$ cat config.mk
export PLATFORM = sky130hd
export DESIGN_NAME = seg7_scan_capture
export DESIGN_NICKNAME = d
export VERILOG_FILES = /design/src/rtl/seg7_scan_capture.sv
export SDC_FILE = /design/constraint.sdc
export NUM_CORES = 1
export LEC_CHECK = 0
export CORE_UTILIZATION = 28
export DETAILED_ROUTE_END_ITERATION = 7
export PLACE_DENSITY = 0.43
export SLEW_MARGIN = 5
export SYNTH_ARGS = -nofsm -noshare
export SYNTH_HDL_FRONTEND = slang
export SYNTH_SLANG_ARGS = --single-unit
$ cat constraint.sdc
create_clock -name clk -period 3.4 [get_ports clk]
set_clock_uncertainty 0.05 [all_clocks]
set_input_delay 0.34 -clock clk [delete_from_list [all_inputs] [get_ports clk]]
set_output_delay 0.34 -clock clk [all_outputs]
set_load 0.05 [all_outputs]
$ cat src/rtl/seg7_scan_capture.sv
// seg7_scan_capture: receive side of the multiplexed 4-digit 7-segment bus.
// Filters and decodes each digit, reassembles frames and converts them to binary.
module seg7_scan_capture #(
    parameter int STABLE_CYCLES  = 4,
    parameter int TIMEOUT_CYCLES = 262144
) (
    input  logic        clk,
    input  logic        reset,
    input  logic [6:0]  seg,
    input  logic [3:0]  an,
    output logic [13:0] value,
    output logic        frame_valid,
    output logic        show_error,
    output logic        decode_err,
    output logic        stale
);

    localparam int CW = $clog2(STABLE_CYCLES + 1);
    localparam int TW = $clog2(TIMEOUT_CYCLES);

    localparam logic [CW-1:0] STB_LAST = CW'(STABLE_CYCLES - 1);
    localparam logic [CW-1:0] STB_SAT  = CW'(STABLE_CYCLES);
    localparam logic [TW-1:0] TMO_HOLD = TW'(TIMEOUT_CYCLES - 1);
    localparam logic [TW-1:0] TMO_HIT  = TW'(TIMEOUT_CYCLES - 2);

    localparam logic [0:0] IDLE = 1'b0;
    localparam logic [0:0] CONV = 1'b1;

    localparam logic [3:0] C_E     = 4'd10;
    localparam logic [3:0] C_R     = 4'd11;
    localparam logic [3:0] C_BLANK = 4'd12;
    localparam logic [3:0] C_INV   = 4'd15;

    function automatic logic [3:0] seg_decode(input logic [6:0] p);
        case (p)
            7'b1000000: seg_decode = 4'd0;
            7'b1111001: seg_decode = 4'd1;
            7'b0100100: seg_decode = 4'd2;
            7'b0110000: seg_decode = 4'd3;
            7'b0011001: seg_decode = 4'd4;
            7'b0010010: seg_decode = 4'd5;
            7'b0000010: seg_decode = 4'd6;
            7'b1111000: seg_decode = 4'd7;
            7'b0000000: seg_decode = 4'd8;
            7'b0010000: seg_decode = 4'd9;
            7'b0000110: seg_decode = C_E;
            7'b0101111: seg_decode = C_R;
            7'b1111111: seg_decode = C_BLANK;
            default:    seg_decode = C_INV;
        endcase
    endfunction

    logic [6:0]        seg_s1, seg_s2;
    logic [3:0]        an_s1, an_s2;
    logic [10:0]       samp_q;
    logic [CW-1:0]     stab_cnt;
    logic              same, strobe, one_low, accept;
    logic [1:0]        dig_idx;
    logic [3:0]        dig_code;
    logic [3:0][3:0]   slots, slots_nxt, shadow;
    logic [3:0]        seen, seen_nxt;
    logic              frame_done, shadow_new;
    logic [TW-1:0]     tcnt;
    logic              timeout_hit;
    logic [0:0]        state;
    logic [1:0]        conv_idx;
    logic [13:0]       acc, horner;
    logic              all_num, is_err;

    always_ff @(posedge clk or posedge reset) begin
        if (reset) begin
            seg_s1 <= '1;
            seg_s2 <= '1;
            an_s1  <= '1;
            an_s2  <= '1;
        end else begin
            seg_s1 <= seg;
            seg_s2 <= seg_s1;
            an_s1  <= an;
            an_s2  <= an_s1;
        end
    end

    // One strobe per stable run: the counter saturates past the strobe point.
    assign same   = ({an_s2, seg_s2} == samp_q);
    assign strobe = same && (stab_cnt == STB_LAST);

    always_ff @(posedge clk or posedge reset) begin
        if (reset) begin
            samp_q   <= '1;
            stab_cnt <= STB_SAT;
        end else begin
            samp_q <= {an_s2, seg_s2};
            if (!same)
                stab_cnt <= '0;
            else if (stab_cnt != STB_SAT)
                stab_cnt <= stab_cnt + 1'b1;
        end
    end

    always_comb begin
        one_low = 1'b1;
        dig_idx = 2'd0;
        case (an_s2)
            4'b1110: dig_idx = 2'd0;
            4'b1101: dig_idx = 2'd1;
            4'b1011: dig_idx = 2'd2;
            4'b0111: dig_idx = 2'd3;
            default: one_low = 1'b0;
        endcase
    end

    assign dig_code = seg_decode(seg_s2);
    assign accept   = strobe && one_low;

    always_comb begin
        slots_nxt = slots;
        seen_nxt  = seen;
        if (accept) begin
            slots_nxt[dig_idx] = dig_code;
            seen_nxt[dig_idx]  = 1'b1;
        end
    end

    assign frame_done  = accept && (seen_nxt == 4'hF);
    assign timeout_hit = !accept && (tcnt == TMO_HIT);

    always_ff @(posedge clk or posedge reset) begin
        if (reset) begin
            slots      <= '0;
            seen       <= '0;
            shadow     <= '0;
            shadow_new <= 1'b0;
            tcnt       <= '0;
        end else begin
            slots      <= slots_nxt;
            shadow_new <= frame_done;
            if (frame_done)
                shadow <= slots_nxt;
            if (timeout_hit || frame_done)
                seen <= '0;
            else
                seen <= seen_nxt;
            if (accept)
                tcnt <= '0;
            else if (tcnt != TMO_HOLD)
                tcnt <= tcnt + 1'b1;
        end
    end

    always_comb begin
        all_num = 1'b1;
        for (int i = 0; i < 4; i++)
            if (shadow[i] > 4'd9)
                all_num = 1'b0;
    end

    assign is_err = (shadow == {C_E, C_R, C_R, C_BLANK});
    assign horner = (acc << 3) + (acc << 1) + {10'd0, shadow[conv_idx]};

    always_ff @(posedge clk or posedge reset) begin
        if (reset) begin
            state       <= IDLE;
            conv_idx    <= 2'd0;
            acc         <= '0;
            value       <= '0;
            frame_valid <= 1'b0;
            show_error  <= 1'b0;
            decode_err  <= 1'b0;
            stale       <= 1'b1;
        end else begin
            frame_valid <= 1'b0;
            decode_err  <= 1'b0;
            if (timeout_hit)
                stale <= 1'b1;
            case (state)
                IDLE: begin
                    if (shadow_new) begin
                        if (is_err) begin
                            show_error  <= 1'b1;
                            stale       <= 1'b0;
                            frame_valid <= 1'b1;
                        end else if (all_num) begin
                            state    <= CONV;
                            conv_idx <= 2'd3;
                            acc      <= '0;
                        end else begin
                            decode_err <= 1'b1;
                        end
                    end
                end
                CONV: begin
                    acc      <= horner;
                    conv_idx <= conv_idx - 1'b1;
                    if (conv_idx == 2'd0) begin
                        value       <= horner;
                        show_error  <= 1'b0;
                        stale       <= 1'b0;
                        frame_valid <= 1'b1;
                        state       <= IDLE;
                    end
                end
                default: state <= IDLE;
            endcase
        end
    end

endmodule

==> Implementation_results.wiki, run 1 <==
{| class="wikitable"
! Metric !! Value
|-
| Number of clock sinks || approximately 130
|-
| Fraction of layout instances using a drive strength above 1 || 0.195
|-
| Time the worst path needs with I/O delays and setup || roughly 3.2 ns
|-
| Power density of the placed cells || approximately 470 mW/mm2
|-
| Gate Count Post-Synth || 544
|-
| Number of global-route vias before repair || 4,415
|-
| Leading cell types by count after synthesis || dfrtp_1 (90), inv_1 (40), dfstp_2 (35), nor2_1 (33), nand2_1 (32)
|-
| Flop and latch count out of synthesis || 125
|-
| Max transition margin || 0.509
|-
| Final Cell Area || approximately 0.0073 mm2
|-
| Count of standard-cell rows || 53
|-
| WP data arrival || between 3 and 4 ns
|-
| Placed instance count || between 800 and 900
|-
| Max-capacitance violation count || 0
|-
| Placement-stage cell area || a little under 0.007 mm2
|-
| Maximum buffer depth of the clock tree || 2
|-
| CTS clock-pin slew for the worst setup and hold paths || 0.06 ns
|-
| Aggregate routed wire length || 12,600 um
|-
| Largest cells by area after synthesis || dfrtp_1 (37%), dfstp_2 (15%), ha_1 (5.7%), mux2_2 (5.1%), xnor2_1 (3.1%)
|-
| Routed len/inst || 14.6 um
|-
| Total overflow reported by the global router || 0
|-
| Share of power burned in combinational logic || 0.026
|-
| # IOs || 31
|-
| Util after Layout || 0.345
|-
| Setup repair after global routing missed its margin || false
|-
| Peak ir drop on the vdd network || between 0.0003 and 0.0004 V
|-
| Final max-slew violation count || 0
|-
| Post-synth top area share || 0.367
|-
| Number of iterations in the first detailed-routing pass || 4
|-
| Area grow syn2layout || 19.5%
|-
| Leading cell type by number of instances after synthesis || dfrtp_1
|-
| Cts hold-fix bufs || 0
|-
| Wire length of the first global-routing pass || around 22,000 um
|-
| Final cell count without fillers || ~870
|-
| Count of inserted antenna diode cells || 0
|-
| Chip height || 150 um
|-
| Setup TNS after final layout || 0 ns
|-
| Worst Setup Slack post-DPL || 0.0888 ns
|-
| Clock buffer count from CTS || 17
|-
| Post-Route Hold Slack || 0.274 ns
|-
| Clock tree root driver cell || clkbuf_16
|-
| Post-detailed-route via-to-cell ratio || 4.71
|-
| Die area || 0.0225 mm2
|-
| Overall power consumption || approximately 3.4 mW
|-
| Setup-failing EPs final || 0
|-
| Switching power summed over all nets || 0.764 mW
|-
| Antenna violations before repair || 0
|-
| Number of H-tree levels || 4
|-
| Maximum fanout encountered on the critical timing path || 4
|-
| Floorplan core area || 0.0212 mm2
|-
| FMAX || 308 MHz
|-
| Count of flip-flops with a built-in enable after synthesis || 0
|-
| Net count after synthesis || 587
|-
| Register area share after synthesis || 0.517
|-
| Hold Crit Class || input pin to flip-flop
|-
| Count of endpoints failing hold in the final timing report || 0
|-
| Leakage power figure || 3.27 nW
|-
| Kind of end point of the critical path || flip-flop
|-
| Crit start category || flip-flop
|-
| Final worst path period share || 0.954
|-
| Count of nets after finishing || 621
|-
| DIE WIDTH || approximately 150 um
|-
| Yosys synthesis warning count || 0
|-
| Count of buffers inserted at the top-level ports || 30
|-
| Synth async-reset ratio || 1.00
|-
| Final setup margin || ~0.16 ns
|-
| Portion of total power attributed to sequential cells || 0.455
|-
| Synthesized area per cell || between 10 and 15 um2
|-
| Via count of the routed design || 4,083
|-
| Iter 0 DRT Violations || 222
|-
| Gpl congestion || 0.834
|-
| Internal power component || between 2 and 3 mW
|-
| Switching Share || 0.224
|-
| Overall routing resource usage || 0.127
|-
| Clock Power Share || 0.520
|-
| Clock insertion delay at the later pin of the skew report || 0.42 ns
|-
| Pin count of the biggest net entering global routing || 69
|-
| Starting utilization of the core area || 0.289
|-
| Primary flip-flop cell chosen by synthesis mapping || dfrtp_1
|-
| Worst Path Class, Setup || flip-flop to flip-flop
|-
| Remaining DRCs || 0
|-
| TritonCTS clock tree || built
|-
| Actual transition at the worst max-transition pin || ~0.73 ns
|-
| Req. time, crit path || 3.70 ns
|-
| Post-synthesis cell type count || 60
|-
| Area of the mapped netlist || 0.00614 mm2
|-
| Status || complete, no violations
|-
| Detail Route Antenna Nets || 0
|-
| Largest area contributor in the synthesized netlist || dfrtp_1
|-
| Total half-perimeter wirelength after legalization and detailed placement || 8910 um
|}
[worst max-delay path, stage by stage, from the launching register on]
cell	delay, ns
dfrtp_1	0.41
mux4_2	0.51
inv_1	0.08
fa_1	0.45
fa_1	0.48
nor2b_1	0.12
o21ai_0	0.12
a21boi_1	0.23
o211ai_1	0.19
a2111oi_0	0.38
nand3b_1	0.16
[power groups by stage]
stage,Sequential [mW],Combinational (mW),Clock (mW)
final,1.55,0.0878,1.77
after global placement,1.58,0.0900,0
after detailed placement,1.58,0.0913,0
after global routing,1.56,0.102,1.90
after CTS,1.55,0.0918,1.84
after floorplan,1.56,0.0762,0
[metal layers]
layer  global-route usage  wire (um)  vias up
met3               0.0277        405       24
met1                0.163       6090     1988
li1                     -          -     2000
met4               0.0641        281        0
met2                0.202       5860       71
met5                    0          0        -
[flip-flops by register name, indices dropped and copies added (netlist names), 2 cells and up]
register,count
tcnt,18
shadow,16
slots,16
value,14
acc,13
samp_q,11
seg_s1,7
seg_s2,7
an_s1,4
an_s2,4
seen,4
stab_cnt,3
conv_idx,2
[final timing paths]
kind                              from   endpoint  slack (ns)  cells after the start
min                              an[3]   an_s1[3]        0.27                      1
max reg2reg                conv_idx[0]  value[12]        0.16                     10
min reg2reg                   an_s1[2]   an_s2[2]        0.30                      0
max                        conv_idx[0]  value[12]        0.16                     10
min in group asynchronous        reset   value[8]        0.32                      2
max in group asynchronous        reset   an_s1[2]        2.12                      3
[cells by family (layout without fill, tap and decap cells)]
logic type,after synthesis,in the layout,share of synthesized area
flops,125,125,0.517
xor+xnor,41,41,0.0585
fa+ha+maj,30,30,0.0636
mux,45,45,0.0873
simple gates,160,160,0.144
compound gates,78,78,0.0854
buf+inv,65,112,0.0442
[placed cells by master, fill, tap and decap left out, drive strengths merged, types with 4 or more instances in the layout]
cell type / n
a211oi: 7
a21o: 4
a21oi: 18
a22o: 9
and3: 10
and4: 4
buf: 10
clkbuf: 20
clkdlybuf4s50: 30
dfrtp: 90
dfstp: 35
ha: 28
inv: 46
mux2: 28
mux2i: 13
mux4: 4
nand2: 32
nand3: 16
nand4: 14
nor2: 33
nor3: 15
nor3b: 6
nor4: 6
o211ai: 4
o21ai: 19
xnor2: 22
xor2: 19
[area by class of cell]
type | instances | area [um2]
fill | 2106 | 13900
sequential | 125 | 3170
multi-input combinational | 354 | 2690
clock buffer | 20 | 478
timing repair buffer | 40 | 388
tap | 275 | 344
inverter | 40 | 154
clock inverter | 12 | 103
[repair_timing]
action                     in CTS  in global routing
setup endpoints to repair       0                  2
gates resized for setup         0                  1
buffers inserted                0                  0
Note: power is estimated with default switching activity, not from simulation.
==> inputs of run 2 (changes only) <==
- SLEW_MARGIN: 5 -> 30
==> results of run 2 <==
No change in the layout: final DEF, timing and power equal those of run 1.
==> inputs of run 3 (changes only) <==
- CORE_MARGIN: default -> 3
==> run 3 against run 2 <==
Total power rose by 2.8%; count of clock-buffer cells in the layout grew 3; combinational power shrank 0.6%; hold slack better by 0.0010 ns; setup slack better by 0.058 ns; first-iteration DRC count fell by 31%; sequential share of layout area down 0.30 points; final area rose by 0.70%; largest cell class unchanged; largest power group unchanged.
==> Implementation_results.wiki, run 3 (synthesized netlist as in run 1, its figures left out) <==
{| class="wikitable"
! Metric !! Value
|-
| Setup repair after global routing missed its margin || false
|-
| Final worst path period share || 0.937
|-
| Number of iterations in the first detailed-routing pass || 5
|-
| Cts hold-fix bufs || 0
|-
| Chip height || 154 um
|-
| Count of standard-cell rows || 53
|-
| Floorplan core area || between 0.02 and 0.025 mm2
|-
| Die area || 0.0237 mm2
|-
| Post-detailed-route via-to-cell ratio || 4.71
|-
| Most common cell after layout, fill and taps aside || dfrtp_1
|-
| Total overflow reported by the global router || 0
|-
| WP data arrival || 3.49 ns
|-
| Setup Buffers After CTS || 0
|-
| Number of H-tree levels || 4
|-
| Iter 0 DRT Violations || 153
|-
| Starting utilization of the core area || 0.288
|-
| Power density of the placed cells || 475 mW/mm2
|-
| Overall power consumption || roughly 3.5 mW
|-
| Clock Power Share || 0.532
|-
| Total half-perimeter wirelength after legalization and detailed placement || ~8800 um
|-
| Clock tree root driver cell || clkbuf_16
|-
| Detail Route Antenna Nets || 0
|-
| Switching Share || 0.219
|-
| Peak ir drop on the vdd network || 0.000304 V
|-
| Max transition margin || 0.541
|-
| Time the worst path needs with I/O delays and setup || ~3.2 ns
|-
| Overall routing resource usage || 0.114
|-
| Count of nets after finishing || between 600 and 700
|-
| Clock insertion delay at the later pin of the skew report || 0.42 ns
|-
| Portion of total power attributed to sequential cells || 0.443
|-
| Routed len/inst || 14.7 um
|-
| Hold Crit Class || input pin to flip-flop
|-
| Maximum fanout encountered on the critical timing path || 4
|-
| Setup-failing EPs final || 0
|-
| Req. time, crit path || 3.70 ns
|-
| Count of buffers inserted at the top-level ports || 30
|-
| Commonest non-fill, non-tap cells in the layout || dfrtp_1 (90), inv_1 (39), dfstp_2 (35)
|-
| Number of global-route vias before repair || 4,262
|-
| DIE WIDTH || 154 um
|-
| Share of power burned in combinational logic || 0.025
|-
| Leading registers by flop count || tcnt x18, shadow x16, slots x16
|-
| Aggregate routed wire length || 12,700 um
|-
| Max-capacitance violation count || 0
|-
| Leakage power figure || around 3.3 nW
|-
| Count of endpoints failing hold in the final timing report || 0
|-
| Pin count of the biggest net entering global routing || 94
|-
| Maximum buffer depth of the clock tree || 2
|-
| Crit start category || flip-flop
|-
| Number of clock sinks || 125
|-
| Wire length of the first global-routing pass || 21,800 um
|-
| Largest Register || tcnt
|-
| Remaining DRCs || 0
|-
| Kind of end point of the critical path || flip-flop
|-
| Area grow syn2layout || 20.3%
|-
| Via count of the routed design || approximately 4,100
|-
| Switching power summed over all nets || 0.767 mW
|-
| Status || complete, no violations
|-
| CTS clock-pin slew for the worst setup and hold paths || 0.06 ns
|-
| TritonCTS clock tree || built
|-
| FMAX || 314 MHz
|-
| Internal power component || 2.74 mW
|-
| # IOs || 31
|-
| Worst Path Class, Setup || flip-flop to flip-flop
|-
| Final max-slew violation count || 0
|-
| Number of flip-flops in the largest register || 18
|-
| Setup TNS after final layout || 0 ns
|-
| Clock buffer count from CTS || 17
|-
| Actual transition at the worst max-transition pin || 0.686 ns
|-
| Count of inserted antenna diode cells || 0
|-
| Fraction of layout instances using a drive strength above 1 || 0.198
|-
| Antenna violations before repair || 0
|-
| Gpl congestion || slightly above 0.8
|}
-- run 3: cell count changes in the layout (fill, tap and decap cells not counted) --
cell	before	now
a2111oi_0	1	0
a2111oi_2	0	1
a21oi_1	18	17
a21oi_2	0	1
clkbuf_16	18	19
clkbuf_8	2	4
clkinv_2	2	0
clkinv_4	1	2
inv_4	6	3
inv_6	1	2
-- run 3: metal layers --
layer / vias up / part of all wire / GRT usage
met5: - / 0 / 0
met4: 0 / 0.012 / 0.0366
met3: 12 / 0.032 / 0.0343
met2: 56 / 0.47 / 0.181
met1: 2013 / 0.48 / 0.149
li1: 2002 / - / -
-- run 3: power groups by stage --
stage	sequential, mW	combinational (mW)	clock, mW
3_5_place_dp	1.58	0.0903	0
3_3_place_gp	1.58	0.0896	0
4_1_cts	1.55	0.0909	1.93
6_report	1.55	0.0873	1.87
2_1_floorplan	1.56	0.0762	0
5_1_grt	1.56	0.100	2.00
-- run 3: repair_timing --
item	in CTS	in global routing
hold endpoints to repair	0	0
gates resized for setup	0	4
endpoints found under the setup margin	0	6
-- run 3: stage by stage --
step | setup slack [ns] | cells | util | instance area [um2] | hold WS, ns
after global placement | 0.118 | 834 | 0.317 | 6750 | 0.296
after global routing | 0.0133 | 866 | 0.347 | 7380 | 0.250
after floorplan | 0.136 | 544 | - | 6140 | 0.294
after CTS | 0.0799 | 866 | 0.346 | 7370 | 0.251
after detailed placement | 0.119 | 834 | 0.317 | 6750 | 0.297
final | 0.213 | 866 | 0.347 | 7380 | 0.275
-- run 3: path summary, 6_finish.rpt --
kind                                  end  depth (start not counted)  slack (ns)         from
max in group asynchronous       seg_s1[6]                          3        2.52        reset
min in group asynchronous        tcnt[16]                          3        0.36        reset
worst max-delay path              acc[12]                         10        0.21  conv_idx[0]
worst min-delay path             an_s1[1]                          1        0.27        an[1]
worst max register to register    acc[12]                         10        0.21  conv_idx[0]
worst min register to register  seg_s2[4]                          0        0.30    seg_s1[4]
-- run 3: layout make-up --
type                    instances  area [um2]
fillers                      2038       13900
flip-flops and latches        125        3170
multi-input cells             354        2700
clock buffers                  23         531
repair buffers                 40         388
well taps                     275         344
inverters                      40         154
clock inverters                 9        91.3
-- run 3: critical path: stages (launching register included) --
cell and delay [ns]:
dfrtp_1 0.41, mux4_2 0.51, inv_1 0.08, fa_1 0.45, fa_1 0.48, nor2b_1 0.12, o21ai_0 0.11, a21boi_1 0.20
o211ai_1 0.20, a2111o_1 0.46, nand3_1 0.07
